--- src/rtl/a_cntr_pkg.sv ---
// Shared definitions for the counter family (up and down counters).
// Holds default sizing, the prescaler width helper and the default count type.
package a_cntr_pkg;

    localparam int unsigned DEF_WIDTH = 4;
    localparam int unsigned DEF_MOD   = 16;
    localparam int unsigned DEF_DIV   = 1;

    // Prescaler register width: clog2(div), never narrower than one bit.
    function automatic int unsigned pre_width(input int unsigned div);
        return (div <= 1) ? 1 : $clog2(div);
    endfunction

    typedef logic [DEF_WIDTH-1:0] cnt_t;

endpackage

--- src/rtl/a_up_cntr_if.sv ---
// Control/status bundle of the modulo-N up counter.
// master: drives en, load, load_val, clr_ovf; observes count, tc, carry, ovf.
// slave : the counter side of the same signals.
interface a_up_cntr_if #(
    parameter int unsigned WIDTH = a_cntr_pkg::DEF_WIDTH
) ();

    logic             en;
    logic             load;
    logic [WIDTH-1:0] load_val;
    logic             clr_ovf;
    logic [WIDTH-1:0] count;
    logic             tc;
    logic             carry;
    logic             ovf;

    modport master (
        output en, load, load_val, clr_ovf,
        input  count, tc, carry, ovf
    );

    modport slave (
        input  en, load, load_val, clr_ovf,
        output count, tc, carry, ovf
    );

endinterface

--- src/rtl/a_cntr_prescale.sv ---
// Clock-enable prescaler: issues one tick per DIV enabled cycles.
// Ports: clk, rst (sync, active-high), en (advance), clr (restart period),
//        tick (en & last prescale state; combinational from pre register).
module a_cntr_prescale
    import a_cntr_pkg::*;
#(
    parameter int unsigned DIV = DEF_DIV
) (
    input  logic clk,
    input  logic rst,
    input  logic en,
    input  logic clr,
    output logic tick
);

    localparam int unsigned PW      = pre_width(DIV);
    localparam logic [PW-1:0] PRE_MAX = PW'(DIV - 1);

    logic [PW-1:0] pre;

    // With DIV=1 pre stays at 0 == PRE_MAX, so tick degenerates to en.
    assign tick = en & (pre == PRE_MAX);

    // Phase counter: frozen while en is low, restarted by clr.
    always_ff @(posedge clk) begin
        if (rst || clr) begin
            pre <= '0;
        end else if (tick) begin
            pre <= '0;
        end else if (en) begin
            pre <= pre + PW'(1);
        end
    end

endmodule

--- src/rtl/a_up_cntr.sv ---
// Synchronous modulo-MOD up counter with enable, parallel load, prescaler,
// terminal-count flag, registered carry pulse and sticky overflow.
// Ports: clk, rst (sync, active-high), bus (a_up_cntr_if.slave):
//   en, load, load_val, clr_ovf in; count, tc (combinational), carry, ovf out.
// Optional macro A_UP_CNTR_SAT_EN: saturate at MOD-1 instead of wrapping
// (carry never asserts, ovf sets on the first tick attempted at MOD-1).
module a_up_cntr
    import a_cntr_pkg::*;
#(
    parameter int unsigned WIDTH = DEF_WIDTH,
    parameter int unsigned MOD   = DEF_MOD,
    parameter int unsigned DIV   = DEF_DIV
) (
    input  logic         clk,
    input  logic         rst,
    a_up_cntr_if.slave   bus
);

    localparam logic [WIDTH-1:0] CNT_MAX = WIDTH'(MOD - 1);

    logic             tick;
    logic             at_max;
    logic             wrap;
    logic [WIDTH-1:0] count;
    logic             carry;
    logic             ovf;

    a_cntr_prescale #(
        .DIV (DIV)
    ) u_prescale (
        .clk  (clk),
        .rst  (rst),
        .en   (bus.en),
        .clr  (bus.load),
        .tick (tick)
    );

    assign at_max = (count == CNT_MAX);
    // A tick at MOD-1 that is not overridden by load (wrap or held step).
    assign wrap   = tick & ~bus.load & at_max;

    // Count and carry: load beats step; carry only lives for the wrap cycle.
    always_ff @(posedge clk) begin
        if (rst) begin
            count <= '0;
            carry <= 1'b0;
        end else begin
            carry <= 1'b0;
            if (bus.load) begin
                count <= (bus.load_val > CNT_MAX) ? CNT_MAX : bus.load_val;
            end else if (tick) begin
                if (at_max) begin
`ifdef A_UP_CNTR_SAT_EN
                    count <= CNT_MAX;
`else
                    count <= '0;
                    carry <= 1'b1;
`endif
                end else begin
                    count <= count + WIDTH'(1);
                end
            end
        end
    end

    // Sticky overflow: a wrap on the same edge as clr_ovf keeps it set.
    always_ff @(posedge clk) begin
        if (rst) begin
            ovf <= 1'b0;
        end else if (wrap) begin
            ovf <= 1'b1;
        end else if (bus.clr_ovf) begin
            ovf <= 1'b0;
        end
    end

    assign bus.count = count;
    assign bus.tc    = at_max;
    assign bus.carry = carry;
    assign bus.ovf   = ovf;

endmodule

--- src/flat_wrapper.sv ---
// flat-port wrapper written by rule: the top's interface ports become plain ports
module a_up_cntr_flat import a_cntr_pkg::*;
#(
    parameter int unsigned WIDTH = DEF_WIDTH,
    parameter int unsigned MOD   = DEF_MOD,
    parameter int unsigned DIV   = DEF_DIV
)
  (clk, rst, bus_en, bus_load, bus_load_val, bus_clr_ovf, bus_count, bus_tc, bus_carry, bus_ovf);
  a_up_cntr_if #(.WIDTH(WIDTH)) bus_i ();
  input  logic clk;
  input  logic rst;
  input wire logic [$bits(bus_i.en)-1:0] bus_en;
  input wire logic [$bits(bus_i.load)-1:0] bus_load;
  input wire logic [$bits(bus_i.load_val)-1:0] bus_load_val;
  input wire logic [$bits(bus_i.clr_ovf)-1:0] bus_clr_ovf;
  output wire logic [$bits(bus_i.count)-1:0] bus_count;
  output wire logic [$bits(bus_i.tc)-1:0] bus_tc;
  output wire logic [$bits(bus_i.carry)-1:0] bus_carry;
  output wire logic [$bits(bus_i.ovf)-1:0] bus_ovf;
  assign bus_i.en = bus_en;
  assign bus_i.load = bus_load;
  assign bus_i.load_val = bus_load_val;
  assign bus_i.clr_ovf = bus_clr_ovf;
  assign bus_count = bus_i.count;
  assign bus_tc = bus_i.tc;
  assign bus_carry = bus_i.carry;
  assign bus_ovf = bus_i.ovf;
  a_up_cntr #(.WIDTH(WIDTH), .MOD(MOD), .DIV(DIV)) u_core (.clk(clk), .rst(rst), .bus(bus_i));
endmodule
--- config.mk ---
export PLATFORM = sky130hd
export DESIGN_NAME = a_up_cntr_flat
export DESIGN_NICKNAME = d
export VERILOG_FILES = /design/src/rtl/a_cntr_pkg.sv /design/src/rtl/a_up_cntr_if.sv /design/src/rtl/a_cntr_prescale.sv /design/src/rtl/a_up_cntr.sv /design/src/flat_wrapper.sv
export SDC_FILE = /design/constraint.sdc
export NUM_CORES = 1
export LEC_CHECK = 0
export BUFFER_PORTS_ARGS = -buffer_cell sky130_fd_sc_hd__buf_2
export CORE_AREA = 2 2 39 41
export DETAILED_ROUTE_END_ITERATION = 12
export DIE_AREA = 0 0 41 43
export PLACE_DENSITY_LB_ADDON = 0.1
export SYNTH_ARGS = -nofsm -noshare
export SYNTH_HDL_FRONTEND = slang
export SYNTH_SLANG_ARGS = --single-unit
--- constraint.sdc ---
create_clock -name clk -period 1.7 [get_ports clk]
set_input_delay 0 -clock clk [delete_from_list [all_inputs] [get_ports clk]]
set_output_delay 0 -clock clk [all_outputs]
set_load 0.05 [all_outputs]
==> run summary <==
The flow ran to the end, and the final reports show no timing, DRC or antenna violations. In the routed design, unresolved DRC markers number 0. In this design, the stage delay of the slowest critical-path cell is 350 ps. The worst clock skew on the final layout is 0.4101 ps. The run gives 16 as the total I/O pin count. Counting cells, the worst reg-to-reg path comes to 4. The detail route stage leaves a number of antenna-violating nets equal to 0. The worst setup path is of the register to register kind. The tightest slew margin relative to the limit was 0.7921; the H-tree level count was 1. The worst hold path passes through 2 cells. TritonCTS built the clock tree.

The portion of synthesized cell area occupied by the leading cell type was 0.4259. Share of the clock period used by the worst path: 0.8172. The number of buffers inserted by post-CTS setup repair is 0. The total negative setup slack was 0 ps. For the hold violation total from the final report, the log shows 0. For hold timing, the worst endpoint is u_core.bus.count[0]. The path class of the lowest-slack min-delay path is input pin to register. After detailed routing, the total wire length is 780 um.

The synthesized design contains 7 register bits. The cell at the root of the clock tree is clkbuf_4. Entering global routing, the biggest net connects 9 pins. Overall routing resource usage: 0.1076. In the synthesized netlist the dominant register cell turns out to be dfxtp_1.

Synthesis instantiated 20 different standard cells from the library. The number of DRC markers after the initial detailed-route iteration is 2. End of the worst register-to-register path: u_core.bus.count[0].

The worst path meets setup with 310.7 ps of slack. Across the VDD grid, the largest voltage drop is 286.4 uV. Detailed placement ended at an HPWL of 570.8 um. A synthesized cell averages 9.678 um2. Yosys mapped a number of flops with a built-in enable equal to 0. The run gives 1560 ps as the endpoint arrival time on the critical path.

The tools report the post-layout instance count excluding filler cells as 71. Measured along the x axis, the die boundary spans 41 um. Dividing the detail-routed wire length by the instance count gives 10.99 um. The final route contains 320 vias. The worst hold path begins at bus_load. Reported leakage power: 0.0002197 uW. The largest total area in the synthesized netlist belongs to dfxtp_1. dfxtp_1 is the most common cell in the netlist. The worst setup path is captured at a register.

The starting utilization of the core area came out at 0.2378. The fraction of layout cells with a size suffix above 1 came out at 0.3636. Compared with the post-synthesis result, the final layout area differs by 44.49%. The number of nets in the synthesized netlist is 44.

The cell area that synthesis handed to floorplanning was 329.1 um2. Yosys attributes the largest share of cell area to dfxtp_1 43%, xor2_1 5.3%, a211oi_1 4.6%, a221oi_2 4.6%, nand3b_1 4.6%. The signal on the critical path passes through ha_1, and3_4, or3_1, a221oi_2.

Gates resized during post-CTS repair numbered 0. The clock period could shrink to 1389 ps. The number of global-route vias before repair is 309. For this run the aggregate overflow at the end of global routing stands at 0. Derived from the worst setup path, the maximum achievable clock frequency is 0.7198 GHz. Data on the critical path is required at its endpoint by 1870 ps. No sink is reached through more buffers than the 2 on the longest clock path. The number of violations of the max-capacitance limit came out at 0.

The first global-routing pass estimated 1235 um of wire. Setup repair after global routing left no endpoint under its margin. The routed via count divided by cell count is 4.507, and the measured slew at the worst slew-check pin is 307.5 ps.

The net count of the finished layout is 66. Setup violation total in the final timing report: 0. Timing analysis after detailed placement gives a worst setup slack of 320.6 ps.

After clock tree synthesis, the clock-pin slew on the worst setup and hold paths is 50 ps. The run gives 0.4259 as the post-synthesis sequential area ratio. The floorplan step defined a die boundary enclosing 1763 um2.

The tools report the clock network latency to the later pin of the worst-skew pair as 250 ps. Together, buffers and inverters on the worst path number 0. The number of instances in the placed design came out at 64. Buffers inserted to repair hold after CTS numbered 3. The region available for standard cell placement spans 1384 um2. The logs give 0 for the number of slew-limit violations in the final report and 0.7214 for the last weighted congestion value of the routability-driven placer.

The fraction of registers with async set/reset was 0. The Yosys warning count is 0. The maximum fanout along the worst path was 5. The cell family contributing the most delay on the critical path is simple AND/OR/NAND/NOR gates. The worst-case register-to-register setup slack was 310 ps. Synthesis handed over a netlist of 34 instances. By count the netlist is led by 7 x dfxtp_1, 3 x nor2_1. The clock net in this run drives a total of 7 sinks.

The pre-antenna-repair detailed-routing pass consisted of 2 iterations. The tools report the start of the worst register-to-register path as u_core.bus.count[0]. The type of element launching the critical path was a register. For the initial antenna violation count, the log shows 0. On the critical path, the stage with the largest delay is an instance of or3_1. Count of input and output buffers: 15.

In this run the vertical extent of the chip is 43 um. The number of buffers created by CTS was 3; the number of antenna diodes was 0. The areal power density over the cells is 868.5 nW/um2. In this run the core area contains 14 standard-cell rows.
[layer usage]
layer | part of all wire | global-route usage
met1 | 0.47 | 0.1262
met4 | 0.024 | 0.08000
met2 | 0.41 | 0.1469
met5 | 0 | 0
met3 | 0.099 | 0.04712
[cells in the final DEF, fill, tap and decap left out]
master	synthesis	routed
xor2_1	2	2
buf_2	0	15
or3_1	1	1
nand2b_1	2	2
nor4b_1	1	1
mux2i_1	1	1
a221oi_2	1	1
o22ai_1	1	1
a211oi_1	2	2
and3_4	1	1
dlygate4sd3_1	0	3
clkbuf_1	0	1
inv_1	2	2
a21oi_1	2	2
or4_1	1	1
nor2_1	3	3
ha_1	1	1
a31oi_1	1	1
dfxtp_1	7	7
and2_1	1	1
nand3b_1	2	2
clkbuf_4	0	3
nand3_1	1	1
[cells by family (layout without fill, tap and decap cells)]
kind of cell / count (synthesis) / in the layout / synth area share
xor gates and xnor gates: 2 / 2 / 0.05324
AOI/OAI and AO/OA: 7 / 7 / 0.1597
and+or+nand+nor: 13 / 13 / 0.2548
muxes: 1 / 1 / 0.03042
DFF: 7 / 7 / 0.4258
adders and majority gates: 1 / 1 / 0.03802
buffers and inverters: 3 / 24 / 0.03802
[metrics by stage]
step                      total power (uW)  hold WS (ps)  utilization  instance area, um2
final                                412.9         9.160       0.3436               475.5
after global routing                 443.0         1.978       0.3436               475.5
after CTS                            422.2         4.263       0.3436               475.5
after detailed placement             256.1         207.5       0.3029               419.2
after global placement               256.3         202.5       0.3029               419.2
after floorplan                      233.2         76.74            -               329.1
[registers in the layout (all words and copies together) (netlist names)]
| register | flops |
|---|---|
| u_core.bus.carry | 1 |
| u_core.bus.count | 4 |
| u_core.bus.ovf | 1 |
| u_core.u_prescale.pre | 1 |
[worst max path at each step]
stage | slack [ps] | from | depth (start not counted) | end
5_1_grt | 230 | u_core.bus.count[0] | 4 | u_core.bus.count[3]
3_3_place_gp | 340 | u_core.bus.count[0] | 4 | u_core.bus.count[3]
3_5_place_dp | 320 | u_core.bus.count[0] | 4 | u_core.bus.count[0]
2_1_floorplan | 30 | u_core.bus.count[0] | 4 | u_core.bus.count[0]
6_report | 310 | u_core.bus.count[0] | 4 | u_core.bus.count[0]
4_1_cts | 310 | u_core.bus.count[0] | 4 | u_core.bus.count[0]
[worst reg2reg max path, cell delays in order (launching register included)]
cell,delay (ps)
dfxtp_1,340
ha_1,230
and3_4,190
or3_1,350
a221oi_2,200
[power by group]
group / switching (uW) / total [uW] / internal [uW]
sequential: 8.27 / 180 / 171
combinational: 48.0 / 77.4 / 29.4
clock: 65.9 / 156 / 89.9
[cell type report]
| type | instances | area [um2] |
|---|---|---|
| Fill cell | 158 | 908.4 |
| Multi-Input combinational cell | 24 | 176.4 |
| Clock buffer | 4 | 26.28 |
| Tap cell | 16 | 20.02 |
| Sequential cell | 7 | 140.1 |
| Inverter | 2 | 7.507 |
| Timing Repair Buffer | 18 | 105.1 |
(Power assumes the default switching activity.)
